$ cat src/rtl/pipelined_control_unit.sv
`timescale 1ns/1ps
// pipelined_control_unit
// Decodes the ID instruction into the control bundle and carries it through
// the ID/EX, EX/MEM and MEM/WB registers. Produces IF/ID stall and flush for
// load-use hazards, multi-cycle DIV occupancy of EX and taken branches.
// Optional feature macro: CU_ILLEGAL_TRAP_EN
//   defined   : illegal opcodes enter EX as a bubble and pulse illegal_op.
//   undefined : illegal opcodes decode as NOP (valid) and illegal_op stays 0.
module pipelined_control_unit #(
    parameter int OPCODE_W   = 4,
    parameter int REG_ADDR_W = 4,
    parameter int DIV_CYCLES = 8
) (
    input  logic                  clk,
    input  logic                  rst_n,
    input  logic                  instr_valid_id,
    input  logic [OPCODE_W-1:0]   opcode_id,
    input  logic [REG_ADDR_W-1:0] rs1_id,
    input  logic [REG_ADDR_W-1:0] rs2_id,
    input  logic [REG_ADDR_W-1:0] rd_id,
    input  logic                  branch_taken_ex,
    output logic                  stall_if_id,
    output logic                  flush_id,
    output logic                  div_busy,
    output logic                  illegal_op,
    output logic                  ex_valid,
    output logic [1:0]            ex_branch_cond,
    output logic [1:0]            ex_extend_sel,
    output logic                  ex_alu_op_b_sel,
    output logic [1:0]            ex_alu_control,
    output logic                  ex_set_flags,
    output logic                  mem_valid,
    output logic                  mem_we,
    output logic                  mem_byte,
    output logic                  wb_valid,
    output logic                  wb_reg_we,
    output logic                  wb_sel,
    output logic [REG_ADDR_W-1:0] wb_rd
);

    localparam int CNT_W = (DIV_CYCLES > 1) ? $clog2(DIV_CYCLES) : 1;

    typedef struct packed {
        logic [1:0] cond;
        logic       reg_we;
        logic [1:0] ext;
        logic       opb;
        logic [1:0] alu;
        logic       flags;
        logic       mem_we;
        logic       byte_sel;
        logic       wb_sel;
        logic       use_rs1;
        logic       use_rs2;
    } dec_t;

    typedef struct packed {
        logic                  valid;
        logic [1:0]            cond;
        logic                  reg_we;
        logic [1:0]            ext;
        logic                  opb;
        logic [1:0]            alu;
        logic                  flags;
        logic                  mem_we;
        logic                  byte_sel;
        logic                  wb_sel;
        logic [REG_ADDR_W-1:0] rd;
    } ex_t;

    typedef struct packed {
        logic                  valid;
        logic                  mem_we;
        logic                  byte_sel;
        logic                  reg_we;
        logic                  wb_sel;
        logic [REG_ADDR_W-1:0] rd;
    } mem_t;

    typedef struct packed {
        logic                  valid;
        logic                  reg_we;
        logic                  wb_sel;
        logic [REG_ADDR_W-1:0] rd;
    } wb_t;

    // Opcode decode; anything outside the table (including wide opcodes) is a NOP bundle.
    function automatic dec_t decode(input logic [OPCODE_W-1:0] op);
        dec_t d;
        d = '0;
        if ((op >> 3'd4) != {OPCODE_W{1'b0}}) begin
            d = '0;
        end else begin
            case (op[3:0])
                4'h0: d = '0;
                4'h1: begin d.cond = 2'b01; d.ext = 2'b10; d.opb = 1'b1; end
                4'h2: begin d.cond = 2'b10; d.ext = 2'b10; d.alu = 2'b01; d.flags = 1'b1;
                            d.use_rs1 = 1'b1; d.use_rs2 = 1'b1; end
                4'h3: begin d.cond = 2'b11; d.ext = 2'b10; d.alu = 2'b01; d.flags = 1'b1;
                            d.use_rs1 = 1'b1; d.use_rs2 = 1'b1; end
                4'h4, 4'h5: begin d.reg_we = 1'b1; d.ext = 2'b01; d.opb = 1'b1; d.wb_sel = 1'b1;
                            d.byte_sel = op[0]; d.use_rs1 = 1'b1; end
                4'h6, 4'h7: begin d.mem_we = 1'b1; d.ext = 2'b01; d.opb = 1'b1;
                            d.byte_sel = op[0]; d.use_rs1 = 1'b1; d.use_rs2 = 1'b1; end
                4'h8: begin d.reg_we = 1'b1; d.use_rs1 = 1'b1; d.use_rs2 = 1'b1; end
                4'h9: begin d.reg_we = 1'b1; d.ext = 2'b01; d.opb = 1'b1; d.use_rs1 = 1'b1; end
                4'hA: begin d.reg_we = 1'b1; d.alu = 2'b01; d.use_rs1 = 1'b1; d.use_rs2 = 1'b1; end
                4'hB: begin d.reg_we = 1'b1; d.alu = 2'b10; d.use_rs1 = 1'b1; d.use_rs2 = 1'b1; end
                4'hC: begin d.reg_we = 1'b1; d.alu = 2'b11; d.use_rs1 = 1'b1; d.use_rs2 = 1'b1; end
                default: d = '0;
            endcase
        end
        return d;
    endfunction

`ifdef CU_ILLEGAL_TRAP_EN
    // Opcode lies outside the defined instruction set.
    function automatic logic is_illegal(input logic [OPCODE_W-1:0] op);
        logic ill;
        if ((op >> 3'd4) != {OPCODE_W{1'b0}}) begin
            ill = 1'b1;
        end else begin
            ill = (op[3:0] > 4'hC);
        end
        return ill;
    endfunction
`endif

    ex_t              r_ex;
    mem_t             r_mem;
    wb_t              r_wb;
    logic [CNT_W-1:0] r_div_cnt;
    logic             r_div_busy;
    logic             r_illegal_op;

    dec_t             w_dec;
    logic             w_ill_id;
    logic             w_flush;
    logic             w_div_hold;
    logic             w_load_use;
    logic             w_advance;
    logic             w_issue;
    logic             w_trap;
    ex_t              w_ex_next;
    mem_t             w_mem_next;
    logic [CNT_W-1:0] w_cnt_next;

    // Hazard detection and next-state selection for the EX and MEM stages.
    always_comb begin
        w_dec = decode(opcode_id);
`ifdef CU_ILLEGAL_TRAP_EN
        w_ill_id = is_illegal(opcode_id);
`else
        w_ill_id = 1'b0;
`endif
        w_flush    = branch_taken_ex & r_ex.valid;
        w_div_hold = (r_div_cnt != {CNT_W{1'b0}});
        w_load_use = r_ex.valid & r_ex.wb_sel & (r_ex.rd != {REG_ADDR_W{1'b0}}) & instr_valid_id &
                     ((w_dec.use_rs1 & (rs1_id == r_ex.rd)) | (w_dec.use_rs2 & (rs2_id == r_ex.rd)));
        w_advance  = ~w_flush & ~w_div_hold & ~w_load_use;
        w_issue    = w_advance & instr_valid_id & ~w_ill_id;
        w_trap     = w_advance & instr_valid_id & w_ill_id;

        w_ex_next  = '0;
        w_mem_next = '0;
        w_cnt_next = {CNT_W{1'b0}};
        if (w_div_hold & ~w_flush) begin
            // DIV keeps EX; downstream sees bubbles until the count runs out.
            w_ex_next  = r_ex;
            w_mem_next = '0;
            w_cnt_next = r_div_cnt - CNT_W'(1);
        end else begin
            w_mem_next.valid    = r_ex.valid;
            w_mem_next.mem_we   = r_ex.mem_we;
            w_mem_next.byte_sel = r_ex.byte_sel;
            w_mem_next.reg_we   = r_ex.reg_we;
            w_mem_next.wb_sel   = r_ex.wb_sel;
            w_mem_next.rd       = r_ex.rd;
            if (w_issue) begin
                w_ex_next.valid    = 1'b1;
                w_ex_next.cond     = w_dec.cond;
                w_ex_next.reg_we   = w_dec.reg_we;
                w_ex_next.ext      = w_dec.ext;
                w_ex_next.opb      = w_dec.opb;
                w_ex_next.alu      = w_dec.alu;
                w_ex_next.flags    = w_dec.flags;
                w_ex_next.mem_we   = w_dec.mem_we;
                w_ex_next.byte_sel = w_dec.byte_sel;
                w_ex_next.wb_sel   = w_dec.wb_sel;
                w_ex_next.rd       = rd_id;
                if (w_dec.alu == 2'b10) begin
                    w_cnt_next = CNT_W'(DIV_CYCLES - 1);
                end else begin
                    w_cnt_next = {CNT_W{1'b0}};
                end
            end else begin
                w_ex_next  = '0;
                w_cnt_next = {CNT_W{1'b0}};
            end
        end
    end

    // Pipeline stage registers, divide counter and status flags.
    always_ff @(posedge clk or negedge rst_n) begin
        if (!rst_n) begin
            r_ex         <= '0;
            r_mem        <= '0;
            r_wb         <= '0;
            r_div_cnt    <= {CNT_W{1'b0}};
            r_div_busy   <= 1'b0;
            r_illegal_op <= 1'b0;
        end else begin
            r_ex         <= w_ex_next;
            r_mem        <= w_mem_next;
            r_wb.valid   <= r_mem.valid;
            r_wb.reg_we  <= r_mem.reg_we;
            r_wb.wb_sel  <= r_mem.wb_sel;
            r_wb.rd      <= r_mem.rd;
            r_div_cnt    <= w_cnt_next;
            r_div_busy   <= (w_cnt_next != {CNT_W{1'b0}});
            r_illegal_op <= w_trap;
        end
    end

    assign stall_if_id     = ~w_flush & (w_div_hold | w_load_use);
    assign flush_id        = w_flush;
    assign div_busy        = r_div_busy;
    assign illegal_op      = r_illegal_op;
    assign ex_valid        = r_ex.valid;
    assign ex_branch_cond  = r_ex.cond;
    assign ex_extend_sel   = r_ex.ext;
    assign ex_alu_op_b_sel = r_ex.opb;
    assign ex_alu_control  = r_ex.alu;
    assign ex_set_flags    = r_ex.flags;
    assign mem_valid       = r_mem.valid;
    assign mem_we          = r_mem.mem_we;
    assign mem_byte        = r_mem.byte_sel;
    assign wb_valid        = r_wb.valid;
    assign wb_reg_we       = r_wb.reg_we;
    assign wb_sel          = r_wb.wb_sel;
    assign wb_rd           = r_wb.rd;

endmodule

$ cat config.mk
export PLATFORM = sky130hd
export DESIGN_NAME = pipelined_control_unit
export DESIGN_NICKNAME = d
export VERILOG_FILES = /design/src/rtl/pipelined_control_unit.sv
export SDC_FILE = /design/constraint.sdc
export NUM_CORES = 1
export LEC_CHECK = 0
export CAP_MARGIN = 40
export CELL_PAD_IN_SITES_DETAIL_PLACEMENT = 0
export CELL_PAD_IN_SITES_GLOBAL_PLACEMENT = 1
export CORE_UTILIZATION = 34
export CTS_BUF_LIST = sky130_fd_sc_hd__clkbuf_4
export CTS_CLUSTER_SIZE = 28
export DETAILED_ROUTE_END_ITERATION = 10
export PLACE_DENSITY_LB_ADDON = 0.1
export SETUP_SLACK_MARGIN = 0.1
export SYNTH_ARGS = -nofsm -noshare
export SYNTH_HDL_FRONTEND = slang
export SYNTH_SLANG_ARGS = --single-unit
$ cat constraint.sdc
create_clock -name clk -period 1.8 [get_ports clk]
set_clock_uncertainty 0.15 [all_clocks]
set_input_delay 0.27 -clock clk [delete_from_list [all_inputs] [get_ports clk]]
set_output_delay 0.27 -clock clk [all_outputs]
set_load 0.005 [all_outputs]
# [Word-level counts from Yosys, hierarchy flattened]
# Index checks and enable logic that the tools add are counted.
[classes] add_sub_neg=1 eq_ne=15 n_mux=16 bitwise_logic=17 reduce_logical=14
[op_table] cell="$eq A4 B4 Y1 const B" n=5
[op_table] cell="$mux W17" n=1
[op_table] cell="$eq A4 B3 Y1 const B" n=4
[op_table] cell="$and A1 B1 Y1" n=12
[op_table] cell="$pmux W2 S3" n=2
[op_table] cell="$reduce_or A11 Y1" n=1
[op_table] cell="$mux W3" n=3
[op_table] cell="$mux W9" n=1
[op_table] cell="$eq A4 B2 Y1 const B" n=2
[op_table] cell="$eq A4 B4 Y1" n=2
[op_table] cell="$mux W1" n=8
[op_table] cell="$reduce_or A8 Y1" n=1
[op_table] cell="$reduce_or A7 Y1" n=1
[op_table] cell="$reduce_bool A3 Y1" n=2
[op_table] cell="$reduce_or A2 Y1" n=3
[op_table] cell="$reduce_or A3 Y1" n=2
[op_table] cell="$reduce_or A6 Y1" n=1
[op_table] cell="$reduce_or A5 Y1" n=1
[op_table] cell="$eq A4 B1 Y1 const B" n=1
[op_table] cell="$pmux W2 S2" n=1
[op_table] cell="$reduce_bool A4 Y1" n=1
[op_table] cell="$reduce_or A4 Y1" n=1
[op_table] cell="$not A1 Y1" n=3
[op_table] cell="$sub A3 B1 Y3 const B" n=1
[op_table] cell="other kinds (2)" n=3
[totals] reg_bits=37 output_inout_bits=23 word_cells=86

# [Depth between registers and ports, before layout]
[logic_depth] depth_word=12 mapped_depth=7 mapped_depth_nobuf=6

# [Least setup slack after synthesis]
# No wires, ideal clock.
[synth_timing] kind="register -> register" from="reg r_ex[3] (netlist name)" to="reg r_div_busy (netlist: div_busy)" arrival_ps=1725 required_time_ps=1583 slack_ps=-142 stages_incl_launch_ff=7 path_buffers=1 path_cell_list="dfrtp_1 > or4_1 > nand4_1 > nor4_1 > nor4_2 > buf_4 > a41o_1"
[synth_between] elab_chain_cells=10 word_cells_on_any_way=15 cone_classes="2 x eq/ne; 2 x mux; 9 x bitwise; 2 x reduce/logical"
[synth_rtl] element="start: declaration" line="129" source="ex_t r_ex;"
[synth_rtl] element="start signal: assignment" line="213" source="r_ex <= w_ex_next;"
[synth_rtl] element="$eq A4 B4 Y1 or $reduce_bool A4 Y1 (tied branches)" line="159, 158"
[synth_rtl] element="$and A1 B1 Y1, on equally long branches" line="159, 158"
[synth_rtl] element="$or A1 B1 Y1 or $and A1 B1 Y1 (tied branches)" line="159, 158"
[synth_rtl] element="$and A1 B1 Y1 (*)" line="158" source="w_load_use = r_ex.valid & r_ex.wb_sel & (r_ex.rd != {REG_ADDR_W{1'b0}}) & instr_valid_id &"
[synth_rtl] element="$not A1 Y1 (*)" line="160" source="w_advance = ~w_flush & ~w_div_hold & ~w_load_use;"
[synth_rtl] element="$and A1 B1 Y1 (*)" line="160"
[synth_rtl] element="$and A1 B1 Y1 (*)"
[synth_rtl] element="$mux W3 (*)" line="179" source="if (w_issue) begin"
[synth_rtl] element="$mux W3 (*)" line="167" source="if (w_div_hold & ~w_flush) begin"
[synth_rtl] element="$reduce_bool A3 Y1 (*)" line="220" source="r_div_busy <= (w_cnt_next != {CNT_W{1'b0}});"
[synth_rtl] element="end signal: assignment" line="220"
[synth_rtl] element="end: declaration" line="133" source="logic r_div_busy;"
# Mark *: on every way between the ends. The rest lies on a longest branch, timed or not.
# A chain may end at the register's enable or synchronous reset.

# [Worst setup path after layout]
[layout_timing] from="reg r_ex[2] (netlist name)" to="out stall_if_id"
[layout_between] elab_chain_cells=6 word_cells_on_any_way=11 cone_classes="2 x eq/ne; 8 x bitwise; 1 x reduce/logical"
[layout_rtl] element="$eq A4 B4 Y1 or $reduce_bool A4 Y1 (tied branches)" line="159, 158"
[layout_rtl] element="$and A1 B1 Y1, on equally long branches" line="159, 158"
[layout_rtl] element="$or A1 B1 Y1 or $and A1 B1 Y1 (tied branches)" line="159, 158"
[layout_rtl] element="$and A1 B1 Y1 (*)" line="158"
[layout_rtl] element="$or A1 B1 Y1 (*)" line="225" source="assign stall_if_id = ~w_flush & (w_div_hold | w_load_use);"
[layout_rtl] element="$and A1 B1 Y1 (*)" line="225"
[layout_rtl] element="end: declaration" line="22" source="output logic stall_if_id,"
# Marked as above.

==> run metrics <==
status=finished with violations; failing checks=setup timing; Mapped Cells=131; Post-DP Area=2170 sq um; Most used DFF post-synth=dfrtp_1; Synth Area in XOR/XNOR=4.52%; Async S/R FF share, synth=100%; Clock Root Buffer=clkbuf_4; Die Span Y=69.6 microns; total die area=4840 sq um; Seq pwr share=36.5%; Pleak=1.15 nW; GPL Wtd Cong=0.795; most common cell in the netlist=dfrtp_1; Global Route Usage Sum=15.7%; Netlist cell types=30; clock sink total=36; Post-Syn Nets=153; Slew Viols, Final=0; clock share of power=18.4%; layout cells sized above 1=27.9%; Post-Syn Area=1550 sq um; CP peak stage delay=0.53 ns; sw power=0.962 mW; maximum clock path buffer count=2; Critical Path RT=1.38 ns; initial DRC count=38; Area Overhead vs Synth=52.3%; worst reg2reg path depth=9; Post-Synth Adder-Cell Area=1.61%; vias in the first global route=1,264; global-route wire length before repair=5870 microns; # rows=24; combinational share of power=45.2%; Via density=4.89; reg-to-reg startpoint=r_ex[2]$_DFFE_PN0N_; Avg Inst Size Synth=11.8 sq um; RSZ-0062 raised after global routing=yes; Post-synth EDFFs=0; Total Routed Length=3530 microns; CTS tree=yes; final core utilization=53.9%; H-tree levels=2; Commonest cells post-synth=36 x dfrtp_1, 11 x and2_1, 9 x buf_4, 9 x nor2_1, 8 x a22o_1; Crit Path Max Fanout=3; core area=4380 sq um; nets@finish=225; slack of the critical path=-0.525 ns; Ports=43; crit path DAT=1.91 ns; design area=2360 sq um; Fin. Hold Viols=0; YS warnings=0; maximum vdd drop=0.606 mV; post-synthesis simple-gate area fraction=13.4%; Tcrit/Tclk final=129%; Detailed Place HPWL=2430 microns; Reg2Reg Setup Slack=-0.51 ns; max-cap violations=0; DRC=0; ant diodes=0; DR pass1 iterations=4; Worst Path Buf+Inv=2; Synth area leader=dfrtp_1; final setup vio count=21; Post-CTS Hold Buffers=0; internal power=2.15 mW; worst reg2reg endpoint=r_div_cnt[0]$_DFF_PN0_; f_max=430 MHz; detailed-route via count=1,251; crit-path cells=or4_1, nand4_1, buf_4, nor3_4, nor2_1, a21oi_1, buf_2; Setup crit start kind=flop; top cells by area, synth=dfrtp_1 58%, a22o_1 4.5%, a32o_1 4.5%, and2_1 4.4%, buf_4 4.4%; Synth Area in Compound Gates=15.4%; grt ovf=0; Final min period=2.33 ns; Sw Share=30.9%; slowest CP cell=or4_1; Hold Crit Class=primary input to async pin; largest net degree at the start of global routing=37; Starting Density=35.4%; Seq/Total Area, Yosys=58.1%; Worst-path clk slew=0.11 ns; top cell type's share of synthesized area=58.1%; Die X=69.6 microns; critical path type=flop to output pin; Clock Latency Late Sink=0.34 ns; top cell family by delay on the critical path=simple AND/OR/NAND/NOR gates; WL per Instance=13.8 microns; crit end category=output pin; fraction of synthesized area in multiplexers=0%; initial antenna violation count=0; number of port buffers=41; post-route ant nets=0; cts bufs inserted=5; Pwr Density=1320 nW/um^2; Synth Register Bits=36; largest family of logic cells by synthesized area=compound AO/OA/AOI/OAI gates
-- state kept, by name, indices dropped and copies added, names as in the netlist --
| register | count |
|---|---|
| ex_branch_cond | 2 |
| wb_reg_we | 1 |
| r_ex | 8 |
| div_busy | 1 |
| wb_rd | 4 |
| mem_valid | 1 |
| wb_valid | 1 |
| ex_alu_control | 2 |
| ex_extend_sel | 2 |
| ex_valid | 1 |
| wb_sel | 1 |
| r_mem | 6 |
| ex_alu_op_b_sel | 1 |
| mem_byte | 1 |
| r_div_cnt | 3 |
| mem_we | 1 |
-- area by class of cell --
cell class	instances	area, sq um
inverters	4	15.0
multi-input cells	76	586
flip-flops and latches	36	901
fillers	384	2020
well taps	52	65.1
clock inverters	3	42.5
repair buffers	80	717
clock buffers	5	37.5
-- placed cells by master, fill, tap and decap left out, drive strengths merged, types with 2 or more instances in the layout --
cell	count
dfrtp	36
or2	2
nor4	2
clkdlybuf4s50	37
inv	4
nand2	3
a32o	7
clkbuf	5
nor2	9
o21ai	3
a41o	4
xnor2	6
nand4	2
buf	41
ha	2
and2	11
nor2b	2
a22o	8
nand2b	3
xor2	2
-- what timing repair did --
action	in CTS	in global routing
gates cloned	1	0
setup buffers	4	4
resized for setup	14	11
endpoints found under the setup margin	32	33
hold endpoints to repair	0	0
pin swaps	8	1
-- power by group through the flow --
stage	registers, mW	logic [mW]	clock network (mW)
detailed placement	1.17	1.26	0
global route	1.17	1.54	0.620
finish	1.13	1.41	0.572
CTS	1.14	1.35	0.584
global placement	1.16	1.23	0
floorplan	1.17	0.630	0
-- metrics by stage --
stage               hold slack [ns]  instances  setup WS [ns]  TNS, ns  total power, mW
detailed placement            0.185        239         -0.705   -11.62             2.43
global placement              0.185        238         -0.741   -12.02             2.39
CTS                           0.187        252         -0.482    -6.85             3.07
finish                        0.176        256         -0.525   -10.02             3.11
floorplan                    -0.176        131        -0.0978    -1.53             1.80
global route                  0.210        256         -0.615   -11.65             3.33
-- kinds of logic after synthesis --
family | after synthesis
flip-flops | 36
AO/OA/AOI/OAI | 28
adder cells (fa/ha/maj) | 2
other | 1
buffers and inverters | 19
XOR/XNOR | 8
AND/OR/NAND/NOR | 37
-- worst reg2reg max path: stages, from the launching register on --
cell     delay [ns]
dfrtp_1        0.41
or4_1          0.53
nand4_1        0.15
buf_4          0.15
nor3_4         0.04
buf_4          0.14
buf_6          0.11
nor4_4         0.21
buf_4          0.21
a41o_1         0.16
-- layer usage --
layer	up-vias	track usage [%]	part of all wire (%)
met5	-	0	0
met1	617	19.1	44
li1	599	-	-
met4	0	5.44	1.5
met2	30	26.2	50
met3	5	4.65	4.5
-- worst max-delay path by stage --
stage | to | slack (ns) | cells after the start | from
after floorplan | ex_alu_control[1]$_DFFE_PN0N_ | -0.1 | 6 | r_ex[0]$_DFFE_PN0N_
after global placement | stall_if_id | -0.74 | 7 | opcode_id[1]
after detailed placement | stall_if_id | -0.71 | 7 | opcode_id[1]
after CTS | stall_if_id | -0.48 | 7 | r_ex[2]$_DFFE_PN0N_
after global routing | stall_if_id | -0.61 | 7 | r_ex[2]$_DFFE_PN0N_
final | stall_if_id | -0.53 | 7 | r_ex[2]$_DFFE_PN0N_
No activity file was read; power rests on OpenSTA's default activity.
